[config.mk]
export PLATFORM = sky130hd
export DESIGN_NAME = bm_dag_log_sched
export DESIGN_NICKNAME = d
export VERILOG_FILES = /design/src/rtl/bm_dag_log_sched.sv
export SDC_FILE = /design/constraint.sdc
export NUM_CORES = 1
export LEC_CHECK = 0
export BUFFER_PORTS_ARGS = -buffer_cell sky130_fd_sc_hd__buf_2
export CAP_MARGIN = 0
export CORE_MARGIN = 5
export CORE_UTILIZATION = 45
export DETAILED_ROUTE_END_ITERATION = 16
export GPL_ROUTABILITY_DRIVEN = 0
export PLACE_DENSITY_LB_ADDON = 0.3
export SETUP_SLACK_MARGIN = 0.1
export SLEW_MARGIN = 20
export SYNTH_ARGS = -nofsm -noshare
export SYNTH_HDL_FRONTEND = slang
export SYNTH_SLANG_ARGS = --single-unit
[constraint.sdc]
create_clock -name clock -period 4.36 [get_ports clock]
set_clock_uncertainty 0.15 [all_clocks]
set_input_delay 0.218 -clock clock [delete_from_list [all_inputs] [get_ports clock]]
set_output_delay 0.218 -clock clock [all_outputs]
set_load 0.05 [all_outputs]
[src/rtl/bm_dag_log_sched.sv]
// bm_dag_log_sched
//   Round-robin scheduler that shares one BITS-wide logic-op unit among
//   four requesters. In IDLE it picks a winner, latches the winner's
//   opcode and operands, and grants it for one cycle (EXEC). It then
//   presents the result in RESP until the consumer acknowledges it.
//
//   state | meaning
//   ------+--------------------------------------------------------------
//   IDLE  | sample req; on a hit, latch winner op/a/b/id and raise gnt
//   EXEC  | gnt one-hot for this cycle; result loaded into out at the edge
//   RESP  | out_valid high, out/out_id held; out_ack returns to IDLE
//
// Ports:
//   clock, reset_n : rising-edge clock, async active-low reset
//   req     [4]    : request per requester
//   op_flat [8]    : 2-bit opcode per requester
//   a_flat, b_flat : BITS-wide operands per requester
//   gnt     [4]    : one-hot grant, one cycle per accepted request
//   out_valid, out_id, out : result handshake, owner index, result value
//   out_ack        : consumer accepts the result
module bm_dag_log_sched #(
  parameter int BITS = 2,
  parameter int NREQ = 4
) (
  input  logic                 clock,
  input  logic                 reset_n,
  input  logic [NREQ-1:0]      req,
  input  logic [2*NREQ-1:0]    op_flat,
  input  logic [NREQ*BITS-1:0] a_flat,
  input  logic [NREQ*BITS-1:0] b_flat,
  output logic [NREQ-1:0]      gnt,
  output logic                 out_valid,
  output logic [1:0]           out_id,
  output logic [BITS-1:0]      out,
  input  logic                 out_ack
);

  typedef enum logic [1:0] {IDLE, EXEC, RESP} state_t;

  state_t          state, state_nxt;
  logic [1:0]      rr_ptr;
  logic [1:0]      win;
  logic            win_vld;
  logic [1:0]      op_q;
  logic [BITS-1:0] a_q, b_q;
  logic [BITS-1:0] res;

  // First set request scanning upward from rr_ptr, wrapping at 4.
  always_comb begin
    win     = 2'd0;
    win_vld = 1'b0;
    for (int k = 0; k < 4; k++) begin
      if (!win_vld && req[rr_ptr + 2'(k)]) begin
        win     = rr_ptr + 2'(k);
        win_vld = 1'b1;
      end
    end
  end

  // The b^b term is always zero, so op 11 reduces to a|b; kept in the
  // original form so the datapath reads like the benchmark's DAG.
  always_comb begin
    res = '0;
    case (op_q)
      2'b00:   res = a_q & b_q;
      2'b01:   res = a_q ^ b_q;
      2'b10:   res = a_q | b_q;
      default: res = (a_q & b_q) | (a_q ^ b_q) | (b_q ^ b_q);
    endcase
  end

  always_ff @(posedge clock or negedge reset_n) begin
    if (!reset_n) state <= IDLE;
    else          state <= state_nxt;
  end

  always_comb begin
    state_nxt = state;
    case (state)
      IDLE:    if (win_vld) state_nxt = EXEC;
      EXEC:    state_nxt = RESP;
      RESP:    if (out_ack) state_nxt = IDLE;
      default: state_nxt = IDLE;
    endcase
  end

  always_ff @(posedge clock or negedge reset_n) begin
    if (!reset_n) begin
      gnt       <= '0;
      out_valid <= 1'b0;
      out_id    <= 2'd0;
      out       <= '0;
      rr_ptr    <= 2'd0;
      op_q      <= 2'd0;
      a_q       <= '0;
      b_q       <= '0;
    end else begin
      case (state)
        IDLE: begin
          if (win_vld) begin
            op_q   <= op_flat[{win, 1'b0} +: 2];
            a_q    <= a_flat[win*BITS +: BITS];
            b_q    <= b_flat[win*BITS +: BITS];
            out_id <= win;
            gnt    <= NREQ'(1) << win;
          end
        end
        EXEC: begin
          gnt       <= '0;
          out       <= res;
          out_valid <= 1'b1;
        end
        RESP: begin
          if (out_ack) begin
            out_valid <= 1'b0;
            rr_ptr    <= out_id + 2'd1;
          end
        end
        default: gnt <= '0;
      endcase
    end
  end

endmodule

==> metrics.yaml, run 1 <==
status: "complete, no violations"
fin_area_sq_um: 1450
syn_to_final_growth_pct: 20.5
n_fill_cell: 240
hp-class: "in2reg"
synthArstFlopShare: 1.00
synth_area_leaders: "dfrtp_1 40%, a211oi_2 6.3%, ha_1 6.3%"
rsz0062_at_grt: "false"
boundaryPins: 40
yosys_register_bits: 19
die_area_sq_um: 3800
placed_cell_area_sq_um: 1410
grt_max_degree: 20
via_count: 1014
clock-sinks: 19
drv_slew: 0
insertedDiodeCount: 0
end_kind: "flip-flop"
multi_input_area_sq_um: 657
netlist.area_leader.share: 0.396
die_h_microns: 61.7
num_rows: 18
dr.pass1.iters: 2
seqCellArea_sq_um: 475
root_buffer: "clkbuf_4"
ant_nets: 0
synthesis.area_sq_um: 1200
io_buffer_count: 39
fin_crit_sh: 0.425
synth_top_cell_by_area: "dfrtp_1"
cts_resized: 0
grt_pass1_wl_microns: 4350
syn_nets: 149
max_freq_ghz: 0.540
crit_fanout: 8
final.min_clock_period_ns: 1.85
vias_per_cell: 5.51
arrival_ns: 1.87
die_w_microns: 61.7
yosysSeqAreaShare: 0.396
cts.clk_slew.worst_paths_ns: 0.11
postSynthCellCount: 112
antenna_found_initial: 0
clkLatencyLatePin_ns: 0.30
synth_most_common_cell: "dfrtp_1"
synth_edf_count: 0
core_sq_um: 2520
synth-warning-count: 0
dp_hpwl_microns: 2170
powerDensity_nw_per_um2: 689
hold_viol: 0
wl_microns: 2650
postCtsSetupRepairBufs: 0
p_leak_uw: 0.000710
wl_per_cell_microns: 14.4
r2r_slack_ns: 2.51
cap_viol_max_count: 0
setup_viol: 0
cts_tree: "done"
fin_nets: 192
worstSetupPathType: "reg2reg"
gr-total-overflow: 0
yosys_most_used_dff: "dfrtp_1"
ctsLongestPathBuffers: 2
worstPathRequired_ns: 4.38
peakVddDrop_v: 0.000487
tightest_slew_ns: 0.446
synth_common_cells: "19 x dfrtp_1, 10 x inv_1, 10 x nand2_1, 8 x nor2_1, 8 x o21ai_0"
worst_slew_margin_rel: 0.703
grt_usage: 0.157
initial_core_util: 0.476
synth_cell_types: 30
drt_iter0_markers: 27
numCtsBuffers: 3
grt_pass1_vias: 1043
fin_setup_tns_ns: 0
drive_gt1_frac: 0.390
syn_area_per_cell_sq_um: 10.7
cp-start-kind: "flip-flop"
drc: 0
cts_htree_levels: 1
## final cells by class
type / instances / area share
multi-input cells: 80 / 0.454
flip-flops and latches: 19 / 0.328
well taps: 30 / 0.0259
clock buffers: 4 / 0.0182
repair buffers: 40 / 0.142
inverters: 11 / 0.0320
## worst paths after layout
| check | cells after the start | to | startpoint |
|---|---|---|---|
| max in group asynchronous | 2 | gnt[0]$_DFFE_PN0P_ | reset_n |
| worst max register to register | 5 | op_q[0]$_DFFE_PN0P_ | state[1]$_DFFE_PN0P_ |
| worst min-delay path | 2 | state[1]$_DFFE_PN0P_ | out_ack |
| worst min register to register | 2 | out[0]$_DFFE_PN0P_ | out[0]$_DFFE_PN0P_ |
| worst max-delay path | 5 | op_q[0]$_DFFE_PN0P_ | state[1]$_DFFE_PN0P_ |
| min in group asynchronous | 2 | out[0]$_DFFE_PN0P_ | reset_n |
## where the power goes
group	switching, uW	internal, uW
Combinational	361	205
Sequential	80.7	261
Clock	54.7	35.6
## flip-flops by register name (all words and copies together) (netlist names)
name       cells
a_q            2
b_q            2
gnt            4
op_q           2
out            2
out_id         2
out_valid      1
rr_ptr         2
state          2
## layout by cell type, fill, tap and decap left out, types with 2 or more instances in the layout
| cell | synthesis | routed |
|---|---|---|
| clkbuf_4 | 0 | 3 |
| o21ai_0 | 8 | 8 |
| dfrtp_1 | 19 | 19 |
| buf_2 | 0 | 39 |
| a211oi_2 | 6 | 6 |
| nand2b_1 | 3 | 3 |
| inv_1 | 10 | 10 |
| nor2_1 | 8 | 8 |
| a21boi_0 | 7 | 7 |
| a21oi_1 | 3 | 3 |
| a211oi_1 | 6 | 6 |
| nand2_1 | 10 | 10 |
| mux4_2 | 2 | 2 |
| mux2i_1 | 6 | 6 |
| ha_1 | 6 | 6 |
## critical path, stage by stage (launching register included)
cell and delay, ns:
dfrtp_1 0.47, or3_1 0.52, inv_6 0.14, o21ai_4 0.11, a211oi_2 0.25, a211oi_1 0.08
## per-stage QoR
| stage | total power (uW) | utilization | hold WS (ns) | cells | worst slack, ns |
|---|---|---|---|---|---|
| final | 998 | 0.574 | 0.00782 | 184 | 2.51 |
| after global routing | 1080 | 0.574 | 0.0226 | 184 | 2.37 |
| after CTS | 1010 | 0.574 | 0.00318 | 184 | 2.51 |
| after detailed placement | 919 | 0.560 | 0.0273 | 179 | 2.52 |
| after global placement | 889 | 0.560 | 0.0225 | 179 | 2.61 |
| after floorplan | 794 | - | -0.228 | 112 | 2.70 |
## cells by family (layout without fill, tap and decap cells)
family                     Yosys count  in the layout  share of synthesized area
AOI/OAI and AO/OA                   37             37                      0.266
xor gates and xnor gates             1              1                    0.00729
adders and majority gates            6              6                     0.0625
buffers and inverters               13             55                     0.0573
DFF                                 19             19                      0.396
muxes                                8              8                     0.0875
and+or+nand+nor                     28             28                      0.124
## layer usage
metal  GRT usage  wire length [microns]
met1       0.184                   1130
met2       0.268                   1340
met3      0.0377                    144
met4      0.0788                     44
met5           0                      0
## timing repair
item                                    in CTS  in global routing
hold buffers                                 1                  0
endpoints found under the setup margin       0                  0
hold endpoints to repair                    19                  0
(Power assumes the default switching activity.)
==> run 2, diff against run 1 <==
--- a/config.mk
+++ b/config.mk
@@ -5,6 +5,7 @@
 export SDC_FILE = /design/constraint.sdc
 export NUM_CORES = 1
 export LEC_CHECK = 0
+export ABC_AREA = 1
 export BUFFER_PORTS_ARGS = -buffer_cell sky130_fd_sc_hd__buf_2
 export CAP_MARGIN = 0
 export CORE_MARGIN = 5
==> constraint.sdc (replaced) <==
create_clock -name clock -period 1.8 [get_ports clock]
set_clock_uncertainty 0.15 [all_clocks]
set_input_delay 0.09 -clock clock [delete_from_list [all_inputs] [get_ports clock]]
set_output_delay 0.09 -clock clock [all_outputs]
set_load 0.05 [all_outputs]
==> run 2 against run 1 <==
  * The flow now finishes with violations (negative setup slack)
  * Critical path depth is 9 higher
  * Die area is 19% higher
  * Maximum frequency is 4.5% lower
  * Core utilization is 8.5 points higher
  * Clock power is 150% higher
  * Largest power group unchanged
  * Highest routed layer unchanged
==> metrics.yaml, run 2 <==
status: "complete, but fails checks"
failed_checks: "negative setup slack"
worstPathRequired_ns: 1.85
ctsLongestPathBuffers: 2
synth_top_cell_by_area: "dfrtp_1"
end_kind: "flip-flop"
fin_area_sq_um: 2050
hold_viol: 0
grt_usage: 0.197
tightest_slew_ns: 0.432
synth_cell_types: 23
vias_per_cell: 4.91
p_seq_frac: 0.175
grt_max_degree: 20
worst-path-stages: 14
critPathBufInv: 2
p_switching_uw: 2450
drv_slew: 0
insertedDiodeCount: 0
synthArstFlopShare: 1.00
cp-start-kind: "flip-flop"
largest_reg_flops: 4
netSwitchingFraction: 0.537
worstSetupPathType: "reg2reg"
io_buffer_count: 39
crit_top_cell: "nand2_1"
final.min_clock_period_ns: 1.94
synth_common_cells: "98 x nand2_1, 25 x nand3_1, 19 x dfrtp_1, 14 x inv_1, 13 x nand2_2"
grt_pass1_wl_microns: 6910
initial_core_util: 0.473
numCtsBuffers: 3
root_buffer: "clkbuf_4"
comb_power_share: 0.775
boundaryPins: 40
dr.pass1.iters: 4
grt_pass1_vias: 1581
final_cells: 323
syn_to_final_growth_pct: 39.3
num_rows: 20
via_count: 1586
postSynthCellCount: 214
gr-total-overflow: 0
clkLatencyLatePin_ns: 0.30
wl_per_cell_microns: 12.3
clock-sinks: 19
cts_tree: "done"
cts.clk_slew.worst_paths_ns: 0.12
core_sq_um: 3100
regMostFlops: "gnt"
fin_crit_sh: 1.08
yosysSeqAreaShare: 0.324
clkPwrFrac: 0.049
die_h_microns: 67.1
hp-start: "b_flat[5]"
hp-class: "in2reg"
placed_cell_area_sq_um: 1800
worstReg2RegStart: "rr_ptr[0]$_DFFE_PN0P_"
arrival_ns: 1.99
rsz0062_at_grt: "true"
place_inst: 308
final_cell_mix: "82 x nand2_1, 39 x buf_2, 24 x nand3_1"
worstPathCellList: "clkinv_4, nand2_2, nand2_4, nand2_1, nand2_2, a21oi_2, nand2_2, buf_4, nand3_1, nand2_1, nand2_1, nand2_1, nand2_1, nand2_1"
die_w_microns: 67.1
slowest_delay_ns: 0.47
min_path_cells: 7
synth_most_common_cell: "nand2_1"
syn_area_per_cell_sq_um: 6.86
synthesis.area_sq_um: 1470
yosys_register_bits: 19
fin_nets: 317
synth_area_leaders: "dfrtp_1 32%, nand2_1 25%, nand3_1 8.5%"
r2r_cells: 14
fin_ws_ns: -0.138
peakVddDrop_v: 0.00130
max_freq_ghz: 0.516
yosys_most_used_dff: "dfrtp_1"
seqCellArea_sq_um: 478
p_leak_uw: 0.00115
cap_viol_max_count: 0
die_area_sq_um: 4510
r2r_end: "a_q[0]$_DFFE_PN0P_"
wl_microns: 3990
n_fill_cell: 304
intPower_uw: 2110
crit_fanout: 9
cts_htree_levels: 1
cp_slowest_cell: "dfrtp_2"
netlist.area_leader.share: 0.324
path_delay_family: "simple AND/OR/NAND/NOR gates"
ant_nets: 0
antenna_found_initial: 0
hold_end: "b_q[1]$_DFFE_PN0P_"
multi_input_area_sq_um: 981
powerDensity_nw_per_um2: 2230
synth-warning-count: 0
final_common_cell: "nand2_1"
synth_edf_count: 0
dp_hpwl_microns: 2670
drive_gt1_frac: 0.427
drc: 0
setup_viol: 11
worst_slew_margin_rel: 0.712
drt_iter0_markers: 90
r2r_slack_ns: -0.14
syn_nets: 251
## run 2: stage by stage
stage | total power (uW) | util | hold slack, ns | TNS, ns | setup WS (ns)
floorplan | 2990 | - | -0.356 | 0 | 0.00717
global placement | 3690 | 0.580 | -0.103 | -0.963 | -0.131
detailed placement | 3720 | 0.580 | -0.0989 | -1.18 | -0.158
CTS | 4450 | 0.655 | 0.00440 | -0.691 | -0.0923
global route | 5000 | 0.659 | 0.0270 | -2.90 | -0.329
finish | 4560 | 0.659 | 0.0120 | -1.14 | -0.138
## run 2: power groups by stage
stage               registers (uW)  logic [uW]  clock network, uW
floorplan                      965        2030                  0
global placement               781        2910                  0
detailed placement             785        2930                  0
CTS                            787        3440                227
global route                   827        3930                246
finish                         799        3530                224
## run 2: worst register-to-register path, cell delays in order (launching register included)
cell      delay [ns]
dfrtp_2         0.47
clkinv_4        0.12
nand2_2         0.10
nand2_4         0.07
nand2_1         0.10
nand2_2         0.07
a21oi_2         0.13
nand2_2         0.12
buf_4           0.19
nand3_1         0.08
nand2_1         0.05
nand2_1         0.05
nand2_1         0.05
nand2_1         0.06
nand2_1         0.04
## run 2: final cells by class
type,instances,share of cell area
Inverter,19,0.0385
Multi-Input combinational cell,172,0.480
Clock inverter,1,0.00245
Tap cell,44,0.0269
Clock buffer,3,0.0110
Timing Repair Buffer,65,0.208
Sequential cell,19,0.234
## run 2: worst max-delay path by stage
stage | start | to | slack (ns)
after CTS | rr_ptr[0]$_DFFE_PN0P_ | a_q[0]$_DFFE_PN0P_ | -0.09
after global placement | rr_ptr[0]$_DFFE_PN0P_ | gnt[3]$_DFFE_PN0P_ | -0.13
after detailed placement | rr_ptr[0]$_DFFE_PN0P_ | gnt[3]$_DFFE_PN0P_ | -0.16
after global routing | rr_ptr[0]$_DFFE_PN0P_ | b_q[1]$_DFFE_PN0P_ | -0.33
after floorplan | rr_ptr[0]$_DFFE_PN0P_ | a_q[0]$_DFFE_PN0P_ | 0.007
final | rr_ptr[0]$_DFFE_PN0P_ | a_q[0]$_DFFE_PN0P_ | -0.14
## run 2: timing repair
action / in CTS / in global routing
pin swaps: 6 / 1
hold buffers: 2 / 0
setup buffers: 9 / 0
cloned: 1 / 0
hold endpoints to repair: 20 / 0
gates resized for setup: 34 / 5
setup endpoints to repair: 13 / 13
## run 2: logic make-up (layout without fill, tap and decap cells)
family,after synthesis,after routing,share of synthesized area
AO/OA/AOI/OAI,14,14,0.0656
flip-flops,19,19,0.324
buffers and inverters,24,88,0.0826
adder cells (fa/ha/maj),6,6,0.0511
AND/OR/NAND/NOR,150,151,0.471
XOR/XNOR,1,1,0.00596
## run 2: per-layer routing
metal | GRT usage | vias to the layer above | wire (microns)
li1 | - | 811 | -
met1 | 0.241 | 711 | 1730
met2 | 0.340 | 54 | 1970
met3 | 0.0349 | 10 | 206
met4 | 0.0810 | 0 | 85
met5 | 0 | - | 0
==> run 3, diff against run 2 <==
--- a/config.mk
+++ b/config.mk
@@ -5,7 +5,7 @@
 export SDC_FILE = /design/constraint.sdc
 export NUM_CORES = 1
 export LEC_CHECK = 0
-export ABC_AREA = 1
+export ABC_AREA = 0
 export BUFFER_PORTS_ARGS = -buffer_cell sky130_fd_sc_hd__buf_2
 export CAP_MARGIN = 0
 export CORE_MARGIN = 5
==> run 3 against run 2 <==
  * The flow now finishes without violations
  * Routed wire length is 21% lower
  * Non-clock buffer count is 2 lower
  * Setup slack better by 0.21 ns
  * First-iteration DRC count is 86% lower
  * Count of clock-buffer cells in the layout stayed put
  * Total power is 40% lower
  * Critical path depth is 9 lower
  * Core utilization is 3.8 points higher
  * Global-route usage is 2.4 points lower
  * Flip-flop and latch count stayed put
==> metrics.yaml, run 3 (synthesis gave the netlist of run 1 again) <==
min_path_cells: 3
fin_crit_sh: 0.958
status: "complete, no violations"
cap_viol_max_count: 0
cts_tree: "done"
fin_ws_ns: 0.0764
largest_reg_flops: 4
num_rows: 18
worstPathRequired_ns: 1.84
final_cells: 207
cts_htree_levels: 1
gr-total-overflow: 0
p_leak_uw: 0.000837
r2r_cells: 5
clock-sinks: 19
crit_fanout: 8
drc: 0
final.min_clock_period_ns: 1.72
end_kind: "flip-flop"
hold_end: "a_q[1]$_DFFE_PN0P_"
wl_microns: 3140
startpoint: "state[1]$_DFFE_PN0P_"
dpl_worst_slack_ns: -0.00827
multi_input_area_sq_um: 727
ant_nets: 0
boundaryPins: 40
hold_viol: 0
n_fill_cell: 197
cts.clk_slew.worst_paths_ns: 0.12
final_core_util: 0.697
numCtsBuffers: 3
root_buffer: "clkbuf_4"
core_sq_um: 2520
grt_pass1_wl_microns: 4730
die_h_microns: 61.7
place_inst: 182
fin_setup_tns_ns: 0
grt_pass1_vias: 1039
tightest_slew_ns: 0.441
r2r_slack_ns: 0.08
grt_max_degree: 20
peakVddDrop_v: 0.00104
worstSetupPathType: "reg2reg"
cp-start-kind: "flip-flop"
die_area_sq_um: 3800
syn_to_final_growth_pct: 46.5
vias_per_cell: 5.16
worst_slew_margin_rel: 0.706
rsz0062_at_grt: "true"
drt_iter0_markers: 13
ctsLongestPathBuffers: 2
io_buffer_count: 39
insertedDiodeCount: 0
antenna_found_initial: 0
die_w_microns: 61.7
hp-class: "in2reg"
initial_core_util: 0.476
dr.pass1.iters: 4
clkLatencyLatePin_ns: 0.30
setup_viol: 0
r2r_end: "op_q[0]$_DFFE_PN0P_"
final_common_cell: "buf_2"
powerDensity_nw_per_um2: 1550
drive_gt1_frac: 0.441
arrival_ns: 1.76
via_count: 1068
regMostFlops: "gnt"
total_power_uw: 2730
wl_per_cell_microns: 15.1
grt_usage: 0.173
seqCellArea_sq_um: 478
hp-start: "a_flat[3]"
fin_nets: 215
dp_hpwl_microns: 2190
max_freq_ghz: 0.580
worstReg2RegStart: "state[1]$_DFFE_PN0P_"
drv_slew: 0
final_cell_mix: "39 x buf_2, 17 x dfrtp_1, 17 x dlygate4sd3_1"
-- run 3: cell count changes in the layout (fill, tap and decap cells not counted), sizes merged, moves of 12 or more --
| cell | change |
|---|---|
| a211oi | +12 |
| buf | -17 |
| dlygate4sd3 | +15 |
| nand2 | -103 |
| nand3 | -28 |
-- run 3: where the power goes --
part,internal [uW],leakage (uW),switching (uW)
Clock,82.7,0.0000177,143
Sequential,635,0.000227,192
Combinational,696,0.000592,983
Total,1410,0.000837,1320
-- run 3: critical path, stage by stage (launching register included) --
cell and delay [ns]:
dfrtp_2 0.46, or3_4 0.44, inv_6 0.08, o21ai_4 0.10
a211oi_2 0.29, a211oi_2 0.09
-- run 3: how the worst max path moves through the flow --
stage,endpoint,slack (ns),cells after the start
finish,op_q[0]$_DFFE_PN0P_,0.08,5
global route,op_q[0]$_DFFE_PN0P_,-0.003,6
CTS,op_q[0]$_DFFE_PN0P_,0.10,5
detailed placement,op_q[0]$_DFFE_PN0P_,-0.008,5
global placement,op_q[0]$_DFFE_PN0P_,0.03,5
floorplan,a_q[0]$_DFFE_PN0P_,0.14,6
-- run 3: stage by stage --
stage / hold slack (ns) / cell area, sq um
after detailed placement: -0.0891 / 1430
after global routing: 0.0212 / 1760
after global placement: -0.100 / 1430
after CTS: 0.00376 / 1620
final: 0.00809 / 1760
after floorplan: -0.356 / 1200
-- run 3: what timing repair did --
item | CTS | global route
pin swaps | 4 | 9
setup buffers | 0 | 4
hold buffers | 15 | 2
setup endpoints to repair | 8 | 9
gates resized for setup | 4 | 13
cloned | 0 | 0
endpoints found under the hold margin | 27 | 2
-- run 3: cell type report --
| class | count | area share |
|---|---|---|
| Clock buffer | 3 | 0.0128 |
| Clock inverter | 1 | 0.00284 |
| Inverter | 11 | 0.0263 |
| Multi-Input combinational cell | 80 | 0.413 |
| Sequential cell | 19 | 0.272 |
| Tap cell | 30 | 0.0213 |
| Timing Repair Buffer | 63 | 0.252 |
-- run 3: per-layer routing --
layer,GRT usage,wire length (microns),vias up
met1,0.232,1430,507
met2,0.284,1570,27
met4,0.0727,28,0
met5,0,0,-
met3,0.0168,115,2
li1,-,-,532
